### config.mk
export PLATFORM = sky130hd
export DESIGN_NAME = ps2_scan_decoder_flat
export DESIGN_NICKNAME = d
export VERILOG_FILES = /design/src/rtl/ps2_scan_decoder_pkg.sv /design/src/rtl/ps2_scan_decoder_if.sv /design/src/rtl/ps2_ascii_rom.sv /design/src/rtl/ps2_scan_decoder.sv /design/src/flat_wrapper.sv
export SDC_FILE = /design/constraint.sdc
export NUM_CORES = 1
export LEC_CHECK = 0
export ABC_AREA = 0
export CAP_MARGIN = 40
export CORE_AREA = 4 4 152 154
export DETAILED_ROUTE_END_ITERATION = 8
export DIE_AREA = 0 0 156 158
export PLACE_DENSITY = 0.6
export REMOVE_ABC_BUFFERS = 1
export SETUP_SLACK_MARGIN = 0.3
export SYNTH_ARGS = -nofsm -noshare
export SYNTH_HDL_FRONTEND = slang
export SYNTH_SLANG_ARGS = --single-unit
### constraint.sdc
create_clock -name clk -period 7.8 [get_ports clk]
set_clock_uncertainty 0.05 [all_clocks]
set_input_delay 0.78 -clock clk [delete_from_list [all_inputs] [get_ports clk]]
set_output_delay 0.78 -clock clk [all_outputs]
set_load 0.05 [all_outputs]
### src/rtl/ps2_scan_decoder_pkg.sv
// Shared scancode constants, event layout and FSM encoding
// for the PS/2 scancode decoder slice.
package ps2_evt_pkg;

  localparam logic [7:0] SC_EXT  = 8'hE0;
  localparam logic [7:0] SC_BRK  = 8'hF0;
  localparam logic [7:0] SC_ERR0 = 8'h00;
  localparam logic [7:0] SC_ERR1 = 8'hFF;

  localparam int EVT_EXT     = 9;
  localparam int EVT_BRK     = 8;
  localparam int EVT_CODE_HI = 7;
  localparam int EVT_CODE_LO = 0;

  typedef logic [9:0] evt_t;

  typedef enum logic [1:0] {
    ST_IDLE,
    ST_POP,
    ST_SETTLE
  } state_t;

endpackage

### src/rtl/ps2_scan_decoder_if.sv
// Key-port bundle: controller byte handshake plus CPU event FIFO.
// master = host side, slave = decoder. PS2_ASCII_EN adds evt_ascii.
interface ps2_scan_decoder_if #(
  parameter int DEPTH_LOG2 = 4
);
  import ps2_evt_pkg::*;

  logic [7:0]        kb_data;
  logic              kb_ready;
  logic              kb_rdn;
  logic              evt_rd;
  logic              ovf_clr;
  evt_t              evt_data;
  logic              evt_valid;
  logic [DEPTH_LOG2:0] evt_count;
  logic              overflow;
`ifdef PS2_ASCII_EN
  logic [7:0]        evt_ascii;
`endif

  modport master (
    output kb_data, kb_ready,
    output evt_rd, ovf_clr,
    input  kb_rdn,
    input  evt_data, evt_valid,
    input  evt_count, overflow
`ifdef PS2_ASCII_EN
    , input evt_ascii
`endif
  );

  modport slave (
    input  kb_data, kb_ready,
    input  evt_rd, ovf_clr,
    output kb_rdn,
    output evt_data, evt_valid,
    output evt_count, overflow
`ifdef PS2_ASCII_EN
    , output evt_ascii
`endif
  );

endinterface

### src/rtl/ps2_ascii_rom.sv
// Set-2 make code -> ASCII. In: evt (head event). Out: ascii,
// 0 for break/extended events or unmapped codes.
module ps2_ascii_rom
  import ps2_evt_pkg::*;
(
  input  evt_t       evt,
  output logic [7:0] ascii
);

  logic [7:0] code;
  assign code = evt[EVT_CODE_HI:EVT_CODE_LO];

  always_comb begin
    ascii = 8'h00;
    if (!evt[EVT_EXT] && !evt[EVT_BRK]) begin
      case (code)
        8'h1C: ascii = 8'h61;
        8'h32: ascii = 8'h62;
        8'h21: ascii = 8'h63;
        8'h23: ascii = 8'h64;
        8'h24: ascii = 8'h65;
        8'h2B: ascii = 8'h66;
        8'h34: ascii = 8'h67;
        8'h33: ascii = 8'h68;
        8'h43: ascii = 8'h69;
        8'h3B: ascii = 8'h6A;
        8'h42: ascii = 8'h6B;
        8'h4B: ascii = 8'h6C;
        8'h3A: ascii = 8'h6D;
        8'h31: ascii = 8'h6E;
        8'h44: ascii = 8'h6F;
        8'h4D: ascii = 8'h70;
        8'h15: ascii = 8'h71;
        8'h2D: ascii = 8'h72;
        8'h1B: ascii = 8'h73;
        8'h2C: ascii = 8'h74;
        8'h3C: ascii = 8'h75;
        8'h2A: ascii = 8'h76;
        8'h1D: ascii = 8'h77;
        8'h22: ascii = 8'h78;
        8'h35: ascii = 8'h79;
        8'h1A: ascii = 8'h7A;
        8'h45: ascii = 8'h30;
        8'h16: ascii = 8'h31;
        8'h1E: ascii = 8'h32;
        8'h26: ascii = 8'h33;
        8'h25: ascii = 8'h34;
        8'h2E: ascii = 8'h35;
        8'h36: ascii = 8'h36;
        8'h3D: ascii = 8'h37;
        8'h3E: ascii = 8'h38;
        8'h46: ascii = 8'h39;
        8'h29: ascii = 8'h20;
        8'h5A: ascii = 8'h0D;
        default: ascii = 8'h00;
      endcase
    end
  end

endmodule

### src/rtl/ps2_scan_decoder.sv
// PS/2 scancode decoder: clk, clrn (async low), bus (slave) carrying
// kb_data/kb_ready/kb_rdn and evt_rd/ovf_clr/evt_*/overflow. Macro PS2_ASCII_EN.
module ps2_scan_decoder
  import ps2_evt_pkg::*;
#(
  parameter int DEPTH_LOG2 = 4
) (
  input logic clk,
  input logic clrn,
  ps2_scan_decoder_if.slave bus
);

  localparam int DEPTH = 1 << DEPTH_LOG2;
  typedef logic [DEPTH_LOG2-1:0] ptr_t;
  typedef logic [DEPTH_LOG2:0]   cnt_t;
  localparam cnt_t FULL = cnt_t'(DEPTH);

  state_t     state, state_n;
  logic [7:0] byte_r;
  logic       ext_f, brk_f;
  logic       ext_n, brk_n;
  logic       in_pop, push_req;

  evt_t mem [DEPTH];
  ptr_t wr_ptr, rd_ptr;
  cnt_t count;
  logic ovf_r;
  logic full, empty;
  logic pop, wr_en, drop;
  evt_t head;

  always_ff @(posedge clk or negedge clrn) begin
    if (!clrn) state <= ST_IDLE;
    else       state <= state_n;
  end

  always_comb begin
    state_n = state;
    unique case (state)
      ST_IDLE:   if (bus.kb_ready) state_n = ST_POP;
      ST_POP:    state_n = ST_SETTLE;
      ST_SETTLE: state_n = ST_IDLE;
      default:   state_n = ST_IDLE;
    endcase
  end

  always_comb begin
    in_pop     = (state == ST_POP);
    bus.kb_rdn = !in_pop;
  end

  // Prefix bytes only arm flags; error and data bytes consume them.
  always_comb begin
    push_req = 1'b0;
    ext_n    = ext_f;
    brk_n    = brk_f;
    if (in_pop) begin
      unique case (1'b1)
        byte_r == SC_EXT: ext_n = 1'b1;
        byte_r == SC_BRK: brk_n = 1'b1;
        byte_r == SC_ERR0,
        byte_r == SC_ERR1: begin
          ext_n = 1'b0;
          brk_n = 1'b0;
        end
        default: begin
          push_req = 1'b1;
          ext_n    = 1'b0;
          brk_n    = 1'b0;
        end
      endcase
    end
  end

  always_ff @(posedge clk or negedge clrn) begin
    if (!clrn) begin
      byte_r <= '0;
      ext_f  <= 1'b0;
      brk_f  <= 1'b0;
    end else begin
      if (state == ST_IDLE && bus.kb_ready)
        byte_r <= bus.kb_data;
      ext_f <= ext_n;
      brk_f <= brk_n;
    end
  end

  // A pop on a full FIFO frees the head slot, which is exactly
  // where wr_ptr points, so a simultaneous push is always safe.
  assign full  = (count == FULL);
  assign empty = (count == '0);
  assign pop   = bus.evt_rd && !empty;
  assign wr_en = push_req && (!full || pop);
  assign drop  = push_req && full && !pop;

  always_ff @(posedge clk) begin
    if (wr_en) mem[wr_ptr] <= {ext_f, brk_f, byte_r};
  end

  always_ff @(posedge clk or negedge clrn) begin
    if (!clrn) begin
      wr_ptr <= '0;
      rd_ptr <= '0;
      count  <= '0;
      ovf_r  <= 1'b0;
    end else begin
      if (wr_en) wr_ptr <= wr_ptr + 1'b1;
      if (pop)   rd_ptr <= rd_ptr + 1'b1;
      unique case ({wr_en, pop})
        2'b10:   count <= count + 1'b1;
        2'b01:   count <= count - 1'b1;
        default: count <= count;
      endcase
      if (drop)             ovf_r <= 1'b1;
      else if (bus.ovf_clr) ovf_r <= 1'b0;
    end
  end

  assign head          = empty ? '0 : mem[rd_ptr];
  assign bus.evt_data  = head;
  assign bus.evt_valid = !empty;
  assign bus.evt_count = count;
  assign bus.overflow  = ovf_r;

`ifdef PS2_ASCII_EN
  ps2_ascii_rom u_rom (
    .evt   (head),
    .ascii (bus.evt_ascii)
  );
`endif

endmodule

### src/flat_wrapper.sv
// flat-port wrapper written by rule: the top's interface ports become plain ports
module ps2_scan_decoder_flat import ps2_evt_pkg::*;
#(
  parameter int DEPTH_LOG2 = 4
)
  (clk, clrn, bus_kb_data, bus_kb_ready, bus_evt_rd, bus_ovf_clr, bus_kb_rdn, bus_evt_data, bus_evt_valid, bus_evt_count, bus_overflow);
  ps2_scan_decoder_if #(.DEPTH_LOG2(DEPTH_LOG2)) bus_i ();
  input logic clk;
  input logic clrn;
  input wire logic [$bits(bus_i.kb_data)-1:0] bus_kb_data;
  input wire logic [$bits(bus_i.kb_ready)-1:0] bus_kb_ready;
  input wire logic [$bits(bus_i.evt_rd)-1:0] bus_evt_rd;
  input wire logic [$bits(bus_i.ovf_clr)-1:0] bus_ovf_clr;
  output wire logic [$bits(bus_i.kb_rdn)-1:0] bus_kb_rdn;
  output wire logic [$bits(bus_i.evt_data)-1:0] bus_evt_data;
  output wire logic [$bits(bus_i.evt_valid)-1:0] bus_evt_valid;
  output wire logic [$bits(bus_i.evt_count)-1:0] bus_evt_count;
  output wire logic [$bits(bus_i.overflow)-1:0] bus_overflow;
  assign bus_i.kb_data = bus_kb_data;
  assign bus_i.kb_ready = bus_kb_ready;
  assign bus_i.evt_rd = bus_evt_rd;
  assign bus_i.ovf_clr = bus_ovf_clr;
  assign bus_kb_rdn = bus_i.kb_rdn;
  assign bus_evt_data = bus_i.evt_data;
  assign bus_evt_valid = bus_i.evt_valid;
  assign bus_evt_count = bus_i.evt_count;
  assign bus_overflow = bus_i.overflow;
  ps2_scan_decoder #(.DEPTH_LOG2(DEPTH_LOG2)) u_core (.clk(clk), .clrn(clrn), .bus(bus_i));
endmodule
==> flow_metrics.env, run 1 <==
export IMPL_status="complete, no violations"
export IMPL_synth_edf_count=160
export IMPL_cp_max_fo=38
export IMPL_rsz0062_at_grt="no"
export IMPL_groute_usage_overall=0.133
export IMPL_hpwl_mm=9.36
export IMPL_post_route_util=0.405
export IMPL_cts_tree="built"
export IMPL_synthToLayoutAreaGrowth_pct=17.5
export IMPL_via_count=3570
export IMPL_syn_avg_cell_area_um2=20.9
export IMPL_startpoint_type="flip-flop"
export IMPL_synth_xor_area_share=0.0117
export IMPL_period_share=0.556
export IMPL_num_fill_cells=1892
export IMPL_antenna_found_initial=0
export IMPL_core_area_um2=21700
export IMPL_clk_path_buf_depth=2
export IMPL_gr_total_overflow=0
export IMPL_boundaryPins=31
export IMPL_fp_dieH_um=158
export IMPL_ir_worst_vdd_mv=0.225
export IMPL_synth_top_family_by_area="multiplexers"
export IMPL_power_density_nw_per_um2=389
export IMPL_hold_class="flip-flop to flip-flop"
export IMPL_fin_area_um2=8780
export IMPL_antenna_left=0
export IMPL_drt_initial_drc_count=258
export IMPL_tightest_slew_ns=0.802
export IMPL_syn_inst=357
export IMPL_slew_violations=0
export IMPL_dr_wl_met2_mm=7.58
export IMPL_hold_viol_final=0
export IMPL_ys_warn_count=0
export IMPL_path_class="flip-flop to output port"
export IMPL_dieArea_um2=24600
export IMPL_register_area_um2=5460
export IMPL_clk_pin_slew_ns=0.06
export IMPL_wl_met1_mm=7.12
export IMPL_hold_ws_ns=0.494
export IMPL_synth_flop_cell="edfxtp_1"
export IMPL_tns_ns=0
export IMPL_postCtsSetupRepairBufs=0
export IMPL_synth_compound_area_frac=0.00938
export IMPL_cp_data_arrival_time_ns=3.51
export IMPL_async_flop_share=0.140
export IMPL_grt_pass1_vias=3615
export IMPL_finalSetupViolations=0
export IMPL_io_buffers=30
export IMPL_maxCapViolCount=0
export IMPL_slew_headroom=0.466
export IMPL_total_power_mw=3.41
export IMPL_timing_critical_path_to_type="output port"
export IMPL_synthSimpleGateAreaFrac=0.0482
export IMPL_drive_gt1_frac=0.265
export IMPL_wl_per_cell_um=22.7
export IMPL_drc=0
export IMPL_grt_max_degree=39
export IMPL_start_util=0.344
export IMPL_clockRootBuffer="clkbuf_16"
export IMPL_synthMuxAreaShare=0.172
export IMPL_dr_max_layer_used="met4"
export IMPL_syn_area_um2=7470
export IMPL_seq_area_frac_synth=0.730
export IMPL_totalWireLength_mm=15.7
export IMPL_wl_met3_um=797
export IMPL_final_min_clock_period_ns=4.34
export IMPL_max_freq_ghz=0.231
export IMPL_clkLatencyLatePin_ns=0.42
export IMPL_firstDrtPassIters=4
export IMPL_cts_resized=0
export IMPL_place_area_um2=8180
export IMPL_cts_sinks=186
export IMPL_antenna_diode_count=0
export IMPL_die_w_um=156
export IMPL_p_leak_nw=2.90
export IMPL_synth_seq_cells=186
export IMPL_synth_distinct_cells=36
export IMPL_nNetsFinal=421
export IMPL_numCtsBuffers=17
export IMPL_grt_pass1_wl_mm=23.5
export IMPL_cts_max_level=4
export IMPL_synthAdderAreaFrac=0.0161
export IMPL_hold_buffers=0
export IMPL_routabilityCongestion=0.729
export IMPL_num_rows=54
export IMPL_multi_input_area_um2=1950
export IMPL_via_per_inst=5.16
export IMPL_required_ns=6.97
[placed cells by master (no fill, tap or decap), drive strengths merged, types with 3 or more instances in the layout]
cell           count
a21oi              5
and2               5
and4               5
and4b              4
buf               11
clkbuf            28
clkdlybuf4s50     30
dfrtp             26
edfxtp           160
ha                 8
inv                6
mux2              12
mux4              50
nand2              8
nor2               5
nor2b             12
nor4bb             4
o21ai              3
xnor2              8
[cells in the mapped netlist (all sizes together) (8+ instances only)]
master / n / area [um2]
clkbuf: 13 / 48.8
dfrtp: 26 / 651
edfxtp: 160 / 4800
ha: 8 / 100
mux2: 12 / 150
mux4: 50 / 1130
nand2: 8 / 30.0
nor2b: 12 / 75.1
xnor2: 8 / 70.1
[per-layer routing]
metal / GRT usage / vias up
li1: - / 1547
met5: 0 / -
met1: 0.188 / 1916
met4: 0.0358 / 0
met2: 0.208 / 89
met3: 0.0339 / 18
[state kept, by name (all words and copies together), names as in the netlist]
signal and cells:
u_core.rd_ptr 4, u_core.wr_ptr 4, u_core.ext_f 1, u_core.mem 160
u_core.brk_f 1, u_core.state 2, u_core.bus.evt_count 5, u_core.byte_r 8
u_core.bus.overflow 1
[stage by stage]
stage / setup slack [ns] / instances
finish: 3.46 / 692
global route: 3.23 / 692
CTS: 3.36 / 692
detailed placement: 3.83 / 660
global placement: 3.78 / 657
floorplan: 3.84 / 339
[critical path, stage by stage (launching register included)]
cell,delay (ns)
dfrtp_2,0.47
buf_4,0.66
mux4_2,0.63
mux4_2,0.46
nor2b_1,0.14
clkdlybuf4s50_1,0.70
[report_power, final]
part	leakage [nW]	internal [mW]	switching, mW
Sequential	1.76	1.24	0.187
Combinational	0.850	0.538	0.581
Clock	0.292	0.514	0.348
[final timing paths]
| kind | start | endpoint | slack (ns) | cells past startpoint |
|---|---|---|---|---|
| max | u_core.rd_ptr[0] | bus_evt_data[9] | 3.46 | 5 |
| min | u_core.bus.overflow | u_core.bus.overflow | 0.49 | 2 |
| max reg2reg | u_core.byte_r[7] | u_core.bus.evt_count[3] | 4.69 | 9 |
| min reg2reg | u_core.bus.overflow | u_core.bus.overflow | 0.49 | 2 |
| max in group asynchronous | clrn | u_core.rd_ptr[0] | 6.69 | 2 |
| min in group asynchronous | clrn | u_core.bus.evt_count[0] | 0.70 | 2 |
[cells by family after synthesis]
kind of cell	after synthesis
adder cells (fa/ha/maj)	9
buffers and inverters	23
multiplexers	63
AO/OA/AOI/OAI	12
XOR/XNOR	10
AND/OR/NAND/NOR	54
flip-flops	186
[layout make-up]
| cell class | count | area share |
|---|---|---|
| inverters | 5 | 0.00214 |
| flip-flops and latches | 186 | 0.622 |
| repair buffers | 41 | 0.0459 |
| clock inverters | 4 | 0.00584 |
| clock buffers | 28 | 0.0626 |
| multi-input cells | 148 | 0.222 |
| well taps | 280 | 0.0399 |
Power figures use the tool's default switching activity.
==> inputs of run 2 (changes only) <==
clock period = 4 ns   (was 7.8 ns; I/O delays follow)
==> flow_metrics.env, run 2 (synthesis results as in run 1) <==
export IMPL_hold_viol_final=0
export IMPL_drt_initial_drc_count=326
export IMPL_combPwrFrac=0.334
export IMPL_pre_cts_slack_ns=0.735
export IMPL_clkPwrFrac=0.246
export IMPL_cts_sinks=186
export IMPL_core_area_um2=21700
export IMPL_required_ns=3.55
export IMPL_status="complete, no violations"
export IMPL_finalSetupViolations=0
export IMPL_largest_register="u_core.mem"
export IMPL_num_rows=54
export IMPL_tns_ns=0
export IMPL_final_common_cell="edfxtp_1"
export IMPL_intPower_mw=4.42
export IMPL_power_density_nw_per_um2=753
export IMPL_cp_data_arrival_time_ns=3.09
export IMPL_groute_usage_overall=0.132
export IMPL_timing_critical_path_to_type="output port"
export IMPL_total_power_mw=6.62
export IMPL_layout_setup_ws_ns=0.457
export IMPL_startpoint_type="flip-flop"
export IMPL_antenna_found_initial=0
export IMPL_cts_tree="built"
export IMPL_slew_violations=0
export IMPL_via_per_inst=5.10
export IMPL_slew_headroom=0.423
export IMPL_clockRootBuffer="clkbuf_16"
export IMPL_numCtsBuffers=17
export IMPL_cp_max_fo=20
export IMPL_p_switching_mw=2.20
export IMPL_final_min_clock_period_ns=3.54
export IMPL_tightest_slew_ns=0.865
export IMPL_period_share=0.886
export IMPL_drive_gt1_frac=0.271
export IMPL_hold_ws_ns=0.330
export IMPL_hold_class="input port to asynchronous set/reset pin"
export IMPL_maxCapViolCount=0
export IMPL_path_class="flip-flop to output port"
export IMPL_via_count=3537
export IMPL_wl_per_cell_um=22.4
export IMPL_grt_pass1_vias=3648
export IMPL_fin_cells=693
export IMPL_clk_path_buf_depth=2
export IMPL_p_seq_frac=0.420
export IMPL_dieArea_um2=24600
export IMPL_firstDrtPassIters=6
export IMPL_antenna_diode_count=0
export IMPL_grt_max_degree=37
export IMPL_final_cell_mix="160 x edfxtp_1, 50 x mux4_2, 28 x clkdlybuf4s50_1"
export IMPL_max_freq_ghz=0.282
export IMPL_drc=0
export IMPL_clk_pin_slew_ns=0.06
export IMPL_gr_total_overflow=0
export IMPL_cts_max_level=4
export IMPL_netSwitchingFraction=0.332
export IMPL_die_w_um=156
export IMPL_hpwl_mm=9.19
export IMPL_ir_worst_vdd_mv=0.451
export IMPL_start_util=0.344
export IMPL_grt_pass1_wl_mm=23.3
export IMPL_antenna_left=0
export IMPL_routabilityCongestion=0.773
export IMPL_synthToLayoutAreaGrowth_pct=17.6
export IMPL_io_buffers=30
export IMPL_totalWireLength_mm=15.5
export IMPL_boundaryPins=31
export IMPL_place_inst=661
export IMPL_fp_dieH_um=158
export IMPL_largest_register_ffs=160
export IMPL_p_leak_nw=2.91
export IMPL_nNetsFinal=422
export IMPL_clkLatencyLatePin_ns=0.42
export IMPL_rsz0062_at_grt="no"
## run 2: worst paths after layout
check / slack, ns / cells after the start / to / start
max: 0.46 / 5 / bus_evt_data[6] / u_core.rd_ptr[0]
min: 0.33 / 2 / u_core.bus.overflow / clrn
max reg2reg: 0.85 / 9 / u_core.bus.evt_count[3] / u_core.byte_r[6]
min reg2reg: 0.46 / 1 / u_core.rd_ptr[2] / u_core.rd_ptr[2]
max in group asynchronous: 3.26 / 2 / u_core.rd_ptr[0] / clrn
min in group clk: 0.46 / 1 / u_core.rd_ptr[2] / u_core.rd_ptr[2]
## run 2: cell type report
cell class	instances	area, um2
fillers	1896	12900
flip-flops and latches	186	5460
multi-input cells	148	1950
repair buffers	42	433
clock buffers	17	425
well taps	280	350
clock inverters	15	148
inverters	5	18.8
## run 2: critical path: stages, from the launching register on
cell	delay, ns
dfrtp_4	0.59
buf_12	0.24
mux4_2	0.52
mux4_2	0.47
nor2b_1	0.14
clkdlybuf4s50_1	0.70
## run 2: power by group through the flow
| stage | Combinational, mW | Clock, mW | Sequential (mW) |
|---|---|---|---|
| after floorplan | 1.39 | 0 | 2.90 |
| after global placement | 2.22 | 0 | 2.79 |
| after detailed placement | 2.25 | 0 | 2.82 |
| after CTS | 2.26 | 1.66 | 2.78 |
| final | 2.21 | 1.63 | 2.78 |
| after global routing | 2.36 | 1.76 | 2.82 |
## run 2: repair_timing
action,in CTS,in global routing
gates resized for setup,1,2
hold buffers,0,0
setup buffers,0,0
setup endpoints to repair,2,2
## run 2: per-layer routing
| layer | global-route usage | part of all wire | routed length (um) | vias up |
|---|---|---|---|---|
| met5 | 0 | 0 | 0 | - |
| met3 | 0.0369 | 0.061 | 941 | 12 |
| met1 | 0.183 | 0.44 | 6880 | 1864 |
| met4 | 0.0363 | 0.0095 | 148 | 0 |
| met2 | 0.208 | 0.49 | 7530 | 115 |
| li1 | - | - | - | 1546 |
## run 2: through the flow
stage | util | cell area, um2
after floorplan | - | 7400
after global placement | 0.378 | 8200
after detailed placement | 0.378 | 8200
after CTS | 0.405 | 8780
after global routing | 0.405 | 8780
final | 0.405 | 8780
